[src/rtl/mio_arb_pkg.sv]
// Shared definitions for the two-master memory/IO bus arbiter:
// FSM state encoding, one-hot grant encodings and master indices.
package mio_arb_pkg;

  // Arbiter FSM states; the encoding is visible on state_out.
  typedef enum logic [1:0] {
    ST_IDLE     = 2'b00,
    ST_BUSY_CPU = 2'b01,
    ST_BUSY_DMA = 2'b10,
    ST_DONE     = 2'b11
  } state_t;

  // One-hot bus owner encodings driven on grant.
  localparam logic [1:0] GNT_NONE = 2'b00;
  localparam logic [1:0] GNT_CPU  = 2'b01;
  localparam logic [1:0] GNT_DMA  = 2'b10;

  // Master indices, used by the last-served pointer.
  localparam logic MST_CPU = 1'b0;
  localparam logic MST_DMA = 1'b1;

  // True for either BUSY state (slave access in progress).
  function automatic logic is_busy(input state_t s);
    return (s == ST_BUSY_CPU) || (s == ST_BUSY_DMA);
  endfunction

endpackage

[src/rtl/mio_timeout_cnt.sv]
// Cycle counter bounding how long the arbiter waits for a slave ack.
// expired is high during the TIMEOUT-th enabled cycle after a clear,
// so the caller can leave BUSY at the end of exactly that cycle.
module mio_timeout_cnt #(
  parameter int TIMEOUT = 15
) (
  input  logic clk,
  input  logic reset,
  input  logic clear,
  input  logic enable,
  output logic expired
);

  logic [7:0] count;

  assign expired = (count == 8'(TIMEOUT - 1));

  // Count enabled cycles; hold once expired so the value never wraps.
  always_ff @(posedge clk) begin
    if (reset || clear) begin
      count <= 8'd0;
    end else if (enable && !expired) begin
      count <= count + 8'd1;
    end
  end

endmodule

[src/rtl/mio_bus_arbiter.sv]
// Two-master (CPU, DMA) arbiter for the shared memory/IO bus.
// The winning request is latched into the mem_* registers, the slave is
// strobed until mem_ack or timeout, then the owner gets registered read
// data and a one-cycle ready pulse.
// Optional feature: define ARB_ROUND_ROBIN_EN for round-robin tie breaking;
// otherwise the CPU always wins simultaneous requests.
//
// Handshake: a master raises <m>_req with we/addr/wdata valid and holds all
// of them until <m>_ready pulses for one cycle; ready is the only
// completion indication and read data is valid on <m>_rdata from that
// cycle on. Toward the slave, mem_en is held with stable we/addr/wdata
// until mem_ack (which may come in the first mem_en cycle) or timeout.
module mio_bus_arbiter
  import mio_arb_pkg::*;
#(
  parameter int ADDR_W  = 32,
  parameter int DATA_W  = 32,
  parameter int TIMEOUT = 15
) (
  input  logic              clk,
  input  logic              reset,
  input  logic              cpu_req,
  input  logic              cpu_we,
  input  logic [ADDR_W-1:0] cpu_addr,
  input  logic [DATA_W-1:0] cpu_wdata,
  output logic [DATA_W-1:0] cpu_rdata,
  output logic              cpu_ready,
  input  logic              dma_req,
  input  logic              dma_we,
  input  logic [ADDR_W-1:0] dma_addr,
  input  logic [DATA_W-1:0] dma_wdata,
  output logic [DATA_W-1:0] dma_rdata,
  output logic              dma_ready,
  output logic              mem_en,
  output logic              mem_we,
  output logic [ADDR_W-1:0] mem_addr,
  output logic [DATA_W-1:0] mem_wdata,
  input  logic [DATA_W-1:0] mem_rdata,
  input  logic              mem_ack,
  output logic [1:0]        grant,
  output logic              bus_err,
  output logic [1:0]        state_out
);

  state_t state;
  state_t state_next;
  logic   any_req;
  logic   pick_dma;
  logic   busy;
  logic   expired;

  assign any_req = cpu_req || dma_req;
  assign busy    = is_busy(state);

`ifdef ARB_ROUND_ROBIN_EN
  logic last_served;

  // Tie goes to the master not served last; a lone requester always wins.
  assign pick_dma = dma_req && (!cpu_req || (last_served == MST_CPU));

  // Remember which master entered BUSY most recently.
  always_ff @(posedge clk) begin
    if (reset) begin
      last_served <= MST_DMA;
    end else if (state == ST_IDLE && any_req) begin
      last_served <= pick_dma ? MST_DMA : MST_CPU;
    end
  end
`else
  // Fixed priority: the DMA only wins when the CPU is not requesting.
  assign pick_dma = dma_req && !cpu_req;
`endif

  // Bounds the BUSY period; cleared while idle so each access starts at 0.
  mio_timeout_cnt #(
    .TIMEOUT (TIMEOUT)
  ) u_timeout (
    .clk     (clk),
    .reset   (reset),
    .clear   (state == ST_IDLE),
    .enable  (busy),
    .expired (expired)
  );

  // FSM state register.
  always_ff @(posedge clk) begin
    if (reset) begin
      state <= ST_IDLE;
    end else begin
      state <= state_next;
    end
  end

  // Next-state logic; an ack in the expiring cycle still ends in DONE.
  always_comb begin
    state_next = state;
    case (state)
      ST_IDLE: begin
        if (any_req) begin
          state_next = pick_dma ? ST_BUSY_DMA : ST_BUSY_CPU;
        end
      end
      ST_BUSY_CPU, ST_BUSY_DMA: begin
        if (mem_ack || expired) begin
          state_next = ST_DONE;
        end
      end
      ST_DONE: begin
        state_next = ST_IDLE;
      end
      default: begin
        state_next = ST_IDLE;
      end
    endcase
  end

  // Request latch, owner tracking, read-data capture and sticky error.
  always_ff @(posedge clk) begin
    if (reset) begin
      mem_we    <= 1'b0;
      mem_addr  <= '0;
      mem_wdata <= '0;
      cpu_rdata <= '0;
      dma_rdata <= '0;
      grant     <= GNT_NONE;
      bus_err   <= 1'b0;
    end else begin
      case (state)
        ST_IDLE: begin
          if (any_req) begin
            mem_we    <= pick_dma ? dma_we    : cpu_we;
            mem_addr  <= pick_dma ? dma_addr  : cpu_addr;
            mem_wdata <= pick_dma ? dma_wdata : cpu_wdata;
            grant     <= pick_dma ? GNT_DMA   : GNT_CPU;
          end
        end
        ST_BUSY_CPU: begin
          if (mem_ack) begin
            if (!mem_we) begin
              cpu_rdata <= mem_rdata;
            end
          end else if (expired) begin
            bus_err   <= 1'b1;
            cpu_rdata <= '0;
          end
        end
        ST_BUSY_DMA: begin
          if (mem_ack) begin
            if (!mem_we) begin
              dma_rdata <= mem_rdata;
            end
          end else if (expired) begin
            bus_err   <= 1'b1;
            dma_rdata <= '0;
          end
        end
        ST_DONE: begin
          grant <= GNT_NONE;
        end
        default: begin
          grant <= GNT_NONE;
        end
      endcase
    end
  end

  // Outputs decoded from state and registers only.
  assign mem_en    = busy;
  assign cpu_ready = (state == ST_DONE) && (grant == GNT_CPU);
  assign dma_ready = (state == ST_DONE) && (grant == GNT_DMA);
  assign state_out = state;

endmodule

[config.mk]
export PLATFORM = sky130hd
export DESIGN_NAME = mio_bus_arbiter
export DESIGN_NICKNAME = d
export VERILOG_FILES = /design/src/rtl/mio_arb_pkg.sv /design/src/rtl/mio_timeout_cnt.sv /design/src/rtl/mio_bus_arbiter.sv
export SDC_FILE = /design/constraint.sdc
export NUM_CORES = 1
export LEC_CHECK = 0
export ABC_AREA = 1
export ABC_CLOCK_PERIOD_IN_PS = 2050
export CORE_UTILIZATION = 40
export CTS_BUF_LIST = sky130_fd_sc_hd__clkbuf_16
export DETAILED_ROUTE_END_ITERATION = 10
export PLACE_DENSITY = 0.79
export SLEW_MARGIN = 30
export SYNTH_ARGS = -nofsm -noshare
export SYNTH_HDL_FRONTEND = slang
export SYNTH_SLANG_ARGS = --single-unit
[constraint.sdc]
create_clock -name clk -period 2.05 [get_ports clk]
set_clock_uncertainty 0.05 [all_clocks]
set_input_delay 0.41 -clock clk [delete_from_list [all_inputs] [get_ports clk]]
set_output_delay 0.41 -clock clk [all_outputs]
set_load 0.1 [all_outputs]
==> metrics, run 1 <==
worst setup path start state_out[0]; sequential share of the synthesized area 43.0%; Hold Startpoint bus_err; Leakage 4.93 nW; Finished Core Util 64.1%; Post-DP HPWL between 15000 and 20000 um; CTS root buf clkbuf_16; global-route wire length before repair approximately 33000 um; IO Port Bufs just over 300; vias in the first global route around 6500; drt pass-1 iters 5; via count roughly 7000; fin nets roughly 1400; # fillers 1430; Hold Path Class register to register; site row count 46; Crit. End Element output pin; Post-CTS Setup Repair Bufs 0; Synth Register Bits 142; syn avg cell area roughly 6.7 um2; Layout area overhead 55.1%; Final setup viols 0; syn_nets about 1200; Vias/cell 4.78; Routability Congestion between 0.8 and 0.9; chip width 131 um; RSZ-0062 raised after global routing false; switching part of the total power between 50% and 60%; Syn Std Cell Area roughly 6600 um2; Clock power frac between 10% and 20%; Setup CP Type register to output pin; Total GRT Usage about 25%; Psw approximately 9.5 mW; clock sinks about 140; drt wl/cell between 10 and 15 um; cells after synthesis approximately 990; Power Dens Cells 1660 nW/um2; cell taking the most area after synthesis dfxtp_1; FF-to-FF setup slack around 320 ps; Antenna diodes 0; Inserted Clock Buffers 17; I/O pin count around 300; H-tree levels 4; ratio of final minimum period to clock period 91.4%; type of origin of the critical path register; largest cells by area after synthesis dfxtp_1 (43%), nand2_1 (18%), inv_1 (7.7%); share of the synthesized area in the top cell type approximately 43%; Routed Antenna Nets 0; Reg clk slew, reported paths 60 ps; Cells after DPL about 1500; Warnings, synthesis 0; Max VDD drop around 1.1 mV; # DRC 0; deepest clock path buffer count 2; post-CTS sizing 0; Slew @ Worst Pin 391 ps; outcome finished, final reports clean; Rel. slew slack between 70 and 80%; Final Non-Filler Cells 1500; largest net degree at the start of global routing between 60 and 70; max-cap viol count 0; min Tclk post-route roughly 1900 ps; Worst EP required roughly 1600 ps; reg2reg start u_timeout.count[0]; Initial Util 41.3%; Post-Route WL about 21000 um; CP Max Fanout 5; worst endpoint data arrival time between 1000 and 1500 ps; DIE AREA ~17000 um2; drt first-iter violations 510; core area 16000 um2; DIE HEIGHT ~130 um; P_int between 7 and 8 mW; post-synth cell types 23; initial antenna violation count 2; sequential share of power approximately a quarter; share of cells above drive strength 1 between 15 and 20%; worst skew pair latency 420 ps; CTS tree done; Max Freq roughly 530 MHz; hold_buf cts 0; combinational share of power between 50% and 60%; setup TNS 0 ps; Congestion Overflow GR 0; Final Hold Fails 0; max-slew violations 0
## final cells by class
class | count | area (um2) | area share (%)
Tap cell | 216 | 270 | 2.64
Clock inverter | 15 | 106 | 1.04
Timing Repair Buffer | 333 | 3140 | 30.6
Inverter | 136 | 512 | 4.99
Clock buffer | 17 | 425 | 4.15
Multi-Input combinational cell | 641 | 2950 | 28.8
Sequential cell | 142 | 2850 | 27.8
## cell usage after synthesis
cell type,n
nor2_1,107
nand2_1,323
dfxtp_1,142
nand3_4,2
a31oi_1,65
buf_4,3
nand2_2,1
ha_1,7
buf_1,6
o21a_1,1
buf_2,15
inv_1,136
xor2_1,2
o21ai_0,70
o21bai_4,1
a21oi_1,12
xnor2_1,1
nand3_1,8
clkbuf_1,33
buf_6,9
nand3_2,1
nor3_1,1
nand4_1,39
## registers in the layout, indices dropped and copies added (netlist names)
name	flops
grant	2
mem_addr	32
dma_rdata	32
mem_we	1
state_out	2
bus_err	1
cpu_rdata	32
mem_wdata	32
u_timeout.count	8
## cell usage in the layout, fill, tap and decap left out, types with 18 or more instances in the layout
cell type	n
inv_1	135
clkdlybuf4s50_1	166
dfxtp_1	139
a31oi_1	65
buf_4	149
nand4_1	39
nor2_1	105
o21ai_0	70
buf_12	18
nand2_1	322
## power groups by stage
stage                     Combinational (mW)  Sequential [mW]  Clock [mW]
final                                   10.2             4.00        2.82
after global routing                    10.7             4.09        2.98
after CTS                               10.2             4.00        2.86
after detailed placement                10.2             4.05           0
after global placement                  10.1             4.03           0
after floorplan                         2.34             9.40           0
## worst paths after layout
kind,to,cells past startpoint
setup / recovery,dma_ready,4
hold / removal,bus_err,2
hold reg to reg,bus_err,2
setup reg to reg,dma_rdata[9],8
## critical path: stages, from the launching register on
cell and delay (ps):
dfxtp_2 370, ha_1 230, nand2_1 110, nor2_4 110, buf_12 180
## layer usage
metal	global-route usage (%)	part of all wire (%)
met3	8.71	8.6
met4	11.4	3.4
met1	27.3	39
met2	42.9	49
met5	0	0.10
## cells by family (layout without fill, tap and decap cells)
group           Yosys count  after routing  synth area share [%]
buf+inv                 202            501                  12.9
fa+ha+maj                 7              7                  1.32
simple gates            482            482                  29.6
flops                   142            142                  43.0
compound gates          149            149                  12.8
xor+xnor                  3              3                 0.398
## per-stage QoR
stage	hold slack, ps	cell area, um2	total power [mW]	setup WS, ps
detailed placement	412	9720	14.2	84.0
CTS	427	10200	17.1	154
global route	466	10200	17.7	78.2
global placement	403	9720	14.1	128
floorplan	418	6640	11.7	-154
finish	422	10200	17.0	176
Note: power is estimated with default switching activity, not from simulation.
==> run 2, diff against run 1 <==
ABC_CLOCK_PERIOD_IN_PS = 2100   (was 2050)
CORE_UTILIZATION = 42   (was 40)
GPL_ROUTABILITY_DRIVEN = 0   (was default)
PLACE_DENSITY = 0.82   (was 0.79)
clock period = 2.1 ns   (was 2.05 ns; I/O delays follow)
==> metrics, run 2 (same netlist as run 1, synthesis figures left out) <==
Antenna diodes 0 (unchanged); type of origin of the critical path register; CTS root buf clkbuf_16; share of cells above drive strength 1 15.6% (-0.86 points); commonest non-fill, non-tap cells in the layout nand2_1 (322), clkdlybuf4s50_1 (166), buf_4 (149), inv_1 (139), dfxtp_1 (139); clock sinks 142 (unchanged); Rel. slew slack 70.0% (-3.9 points); Met2 Routed Length 10300 um (-2.1%); hold_buf cts 0 (unchanged); drt pass-1 iters 6 (+1); Worst EP required 1630 ps (+40 ps); pre-CTS setup slack 80.2 ps (-3.88 ps); Max VDD drop 0.875 mV (-21%); ratio of final minimum period to clock period 89.8%; post-CTS sizing 0 (unchanged); reg2reg end cpu_rdata[19]; Crit. End Element output pin; Final Hold Fails 0 (unchanged); Initial Util 43.3% (+2.0 points); IO Port Bufs 303 (unchanged); Power Dens Cells 1650 nW/um2 (-0.72%); Setup CP Type register to output pin; Post-Route WL 20800 um (-2.7%); Hold Startpoint bus_err; deepest clock path buffer count 2 (unchanged); fin nets 1440 (-0.35%); FF-to-FF setup slack 330 ps (about the same); I/O pin count 304 (unchanged); Post-DP Area 9610 um2 (-1.1%); Reg clk slew, reported paths 60 ps (about the same); min Tclk post-route ~1900 ps; DIE HEIGHT 127 um (-2.4%); Congestion Overflow GR 0 (unchanged); core area 15300 um2 (-4.6%); Worst Hold Depth 2 (unchanged); Hold EP bus_err; # DRC 0 (unchanged); CP Max Fanout 5 (unchanged); initial antenna violation count 0 (-2); reg2reg start u_timeout.count[0]; Storage cell area 2850 um2 (unchanged); drt first-iter violations 397 (-22%); Leakage 4.92 nW (-0.20%); post-route setup slack 215 ps (+38.7 ps); Max Freq roughly 530 MHz; Routed Antenna Nets 0 (unchanged); Metal-1 WL 8200 um (-0.35%); # fillers 1351 (-5.5%); Slew @ Worst Pin 450 ps (+58.8 ps); Layout area overhead 54.3%; RSZ-0062 raised after global routing false; Top Layer Used met4; Hold Path Class register to register; Final setup viols 0 (unchanged); Post-DP HPWL 15400 um (-1.5%); site row count 45 (-2.2%); Post-CTS Setup Repair Bufs 0 (unchanged); max-cap viol count 0 (unchanged); Reg2Reg Depth 8 (unchanged); most common cell after layout, fill and taps aside nand2_1; final instance area 10200 um2 (-0.50%); DIE AREA 16200 um2 (-4.7%); max-slew violations 0 (unchanged); met3 routed WL 1650 um (-10%); Vias/cell 4.79 (+0.14%); via count 7132 (-0.60%); Total GRT Usage 25.9% (+1.1 points); chip width 127 um (-2.4%); multi-input combinational cell area 2950 um2 (unchanged); H-tree levels 4 (unchanged); CTS tree done; Inserted Clock Buffers 17 (unchanged); drt wl/cell 14.0 um (-2.0%); worst skew pair latency 420 ps (about the same); global-route wire length before repair 32700 um (+0.23%); largest net degree at the start of global routing 60 (-10%); vias in the first global route 6511 (-0.38%); worst endpoint data arrival time 1420 ps (about the same); outcome finished, final reports clean
==> run 2: worst max-delay path by stage <==
stage | cells after the start | end | start | slack (ps)
after floorplan | 2 | cpu_ready | grant[0] | -110
after global routing | 4 | cpu_ready | state_out[0] | 130
after global placement | 7 | cpu_rdata[24] | mem_ack | 130
final | 4 | cpu_ready | state_out[0] | 210
after CTS | 4 | cpu_ready | state_out[0] | 180
after detailed placement | 7 | cpu_rdata[17] | mem_ack | 80
==> run 2: per-stage QoR <==
stage / util (%) / hold WS [ps] / total power, mW / TNS, ps / instances
after detailed placement: 63.0 / 420 / 13.8 / 0 / 1458
after CTS: 66.8 / 436 / 16.9 / 0 / 1489
final: 66.8 / 434 / 16.8 / 0 / 1489
after global placement: 63.0 / 403 / 13.7 / 0 / 1458
after global routing: 66.8 / 456 / 17.5 / 0 / 1489
after floorplan: - / 418 / 11.5 / -114 / 985
==> run 2: cell type report <==
class / instances / area share (%)
sequential: 142 / 27.9
tap: 211 / 2.59
multi-input combinational: 641 / 28.9
inverter: 136 / 5.02
clock buffer: 17 / 4.17
timing repair buffer: 328 / 29.8
clock inverter: 14 / 1.58
==> run 2: worst max-delay path, stage by stage, from the launching register on <==
cell,delay (ps)
dfxtp_2,370
ha_1,220
nand2_1,110
nor2_4,110
buf_12,180
==> run 2: layer usage <==
| layer | vias to the layer above | GRT usage [%] |
|---|---|---|
| met5 | - | 0 |
| met4 | 0 | 11.1 |
| met3 | 40 | 8.96 |
| met2 | 288 | 44.5 |
| met1 | 3150 | 29.0 |
| li1 | 3654 | - |
==> run 2: where the power goes <==
group	switching (mW)	internal, mW
clock network	1.09	1.94
registers	0.429	3.47
logic	7.63	2.26
==> run 3, diff against run 2 <==
ABC_CLOCK_PERIOD_IN_PS = 1700   (was 2100)
CORE_UTILIZATION = 38   (was 42)
PLACE_DENSITY = 0.79   (was 0.82)
clock period = 1.7 ns   (was 2.1 ns; I/O delays follow)
==> metrics, run 3 (same netlist as run 1, synthesis figures left out) <==
switching part of the total power 51.5% (-3.0 points); worst endpoint data arrival time 1320 ps (-100 ps); Rel. slew slack 78.7% (+8.7 points); Worst EP required 1310 ps (-320 ps); clock sinks 142 (unchanged); fin nets 1465 (+1.7%); Total GRT Usage 26.2% (+0.36 points); CP Max Fanout 4 (-1); Initial Util 39.4% (-3.9 points); Met2 Routed Length 12600 um (+22%); IO Port Bufs 303 (unchanged); Leakage 5.50 nW (+12%); I/O pin count 304 (unchanged); Clock power frac 14.6% (-3.4 points); Crit. End Element output pin; global-route wire length before repair 36900 um (+13%); type of origin of the critical path register; vias in the first global route 7250 (+11%); drt wl/cell 16.0 um (+14%); Setup CP Type register to output pin; Post-DP HPWL 17400 um (+13%); outcome complete, but fails checks; Vias/cell 5.01 (+4.5%); Power Dens Cells 1950 nW/um2 (+18%); # fillers 1152 (-15%); Reg clk slew, reported paths 70 ps (about the same); core area 16800 um2 (+9.8%); # DRC 0 (unchanged); Post-Route WL 24400 um (+17%); CTS tree done; RSZ-0062 raised after global routing true; H-tree levels 4 (unchanged); Max VDD drop 1.29 mV (+48%); met3 routed WL 2040 um (+23%); Final Hold Fails 0 (unchanged); post-route setup slack -14.4 ps (-229 ps); sequential share of power 22.2% (-1.0 points); deepest clock path buffer count 2 (unchanged); most common cell after layout, fill and taps aside nand2_1; chip width 134 um (+5.1%); Final setup viols 3 (+3); drt pass-1 iters 5 (-1); Antenna diodes 0 (unchanged); commonest non-fill, non-tap cells in the layout nand2_1 (300), clkdlybuf4s50_1 (166), buf_12 (150), dfxtp_1 (135), inv_1 (130); Top Layer Used met4; Metal-1 WL 8680 um (+5.9%); pre-CTS setup slack -165 ps (-245 ps); Hold Path Class primary input to register; largest net degree at the start of global routing 53 (-12%); DIE HEIGHT 134 um (+5.1%); Overall Power 24.0 mW (+43%); Max Freq 583 MHz; drt first-iter violations 507 (+28%); Layout area overhead 86.6%; combinational share of power 63.2% (+4.4 points); worst skew pair latency 420 ps (about the same); Routed Antenna Nets 0 (unchanged); initial antenna violation count 0 (unchanged); Inserted Clock Buffers 17 (unchanged); site row count 47 (+4.4%); Slew @ Worst Pin 320 ps (-130 ps); share of cells above drive strength 1 21.4% (+5.8 points); ratio of final minimum period to clock period 101%; max-slew violations 0 (unchanged); DIE AREA 17900 um2 (+10%); failing checks setup timing; via count 7631 (+7.0%); min Tclk post-route roughly 1700 ps; Psw 12.4 mW (+35%); P_int 11.6 mW (+52%); max-cap viol count 0 (unchanged); CTS root buf clkbuf_16; Congestion Overflow GR 0 (unchanged)
==> run 3: cell count changes in the layout (fill, tap and decap cells not counted), moves of 9 or more <==
| cell | before | now |
|---|---|---|
| inv_1 | 139 | 130 |
| nand2_1 | 322 | 300 |
| buf_12 | 13 | 150 |
| nor2_1 | 105 | 91 |
| buf_4 | 149 | 30 |
| nor2_2 | 0 | 13 |
| nand2_2 | 2 | 17 |
==> run 3: power by group through the flow <==
stage,clock network [mW],logic [mW],registers (mW)
after floorplan,0,2.85,11.4
after global placement,0,14.5,5.34
after detailed placement,0,14.7,5.39
after CTS,3.53,14.8,5.32
after global routing,3.69,15.7,5.45
final,3.50,15.2,5.33
==> run 3: final cells by class <==
| class | count | area (um2) | area share, % |
|---|---|---|---|
| clock buffers | 17 | 425 | 3.45 |
| repair buffers | 353 | 5030 | 40.8 |
| flip-flops and latches | 142 | 2860 | 23.2 |
| multi-input cells | 641 | 3110 | 25.2 |
| clock inverters | 15 | 121 | 0.984 |
| well taps | 220 | 275 | 2.23 |
| inverters | 136 | 512 | 4.15 |
==> run 3: timing repair <==
item	CTS	global route
buffers inserted	4	4
gates resized for setup	5	49
pin swaps	6	11
hold buffers	0	0
cloned	0	5
setup endpoints to repair	5	67
==> run 3: final timing paths <==
kind	slack, ps	from	cells past startpoint	to
hold reg to reg	460	u_timeout.count[7]	2	u_timeout.count[7]
hold / removal	430	dma_wdata[30]	3	mem_wdata[30]
setup reg to reg	30	u_timeout.count[0]	9	cpu_rdata[31]
setup / recovery	-10	state_out[0]	4	dma_ready
==> run 3: stage by stage <==
stage / utilization, % / TNS [ps] / cell area, um2 / cells / hold slack (ps)
after detailed placement: 68.4 / -10650 / 11500 / 1479 / 448
after global routing: 73.6 / -732 / 12300 / 1524 / 435
after floorplan: - / -84.8 / 6680 / 985 / 349
final: 73.6 / -31.5 / 12300 / 1524 / 428
after CTS: 71.9 / -60.1 / 12100 / 1515 / 418
after global placement: 68.4 / -7660 / 11500 / 1479 / 440
==> run 3: critical path: stages, from the launching register on <==
cell	delay (ps)
dfxtp_4	380
ha_4	170
nand2_4	60
nor2_4	100
buf_12	180
==> run 3: per-layer routing <==
layer | vias up | GRT usage, %
li1 | 3714 | -
met3 | 71 | 8.01
met5 | - | 0
met1 | 3452 | 27.2
met2 | 394 | 48.1
met4 | 0 | 12.2
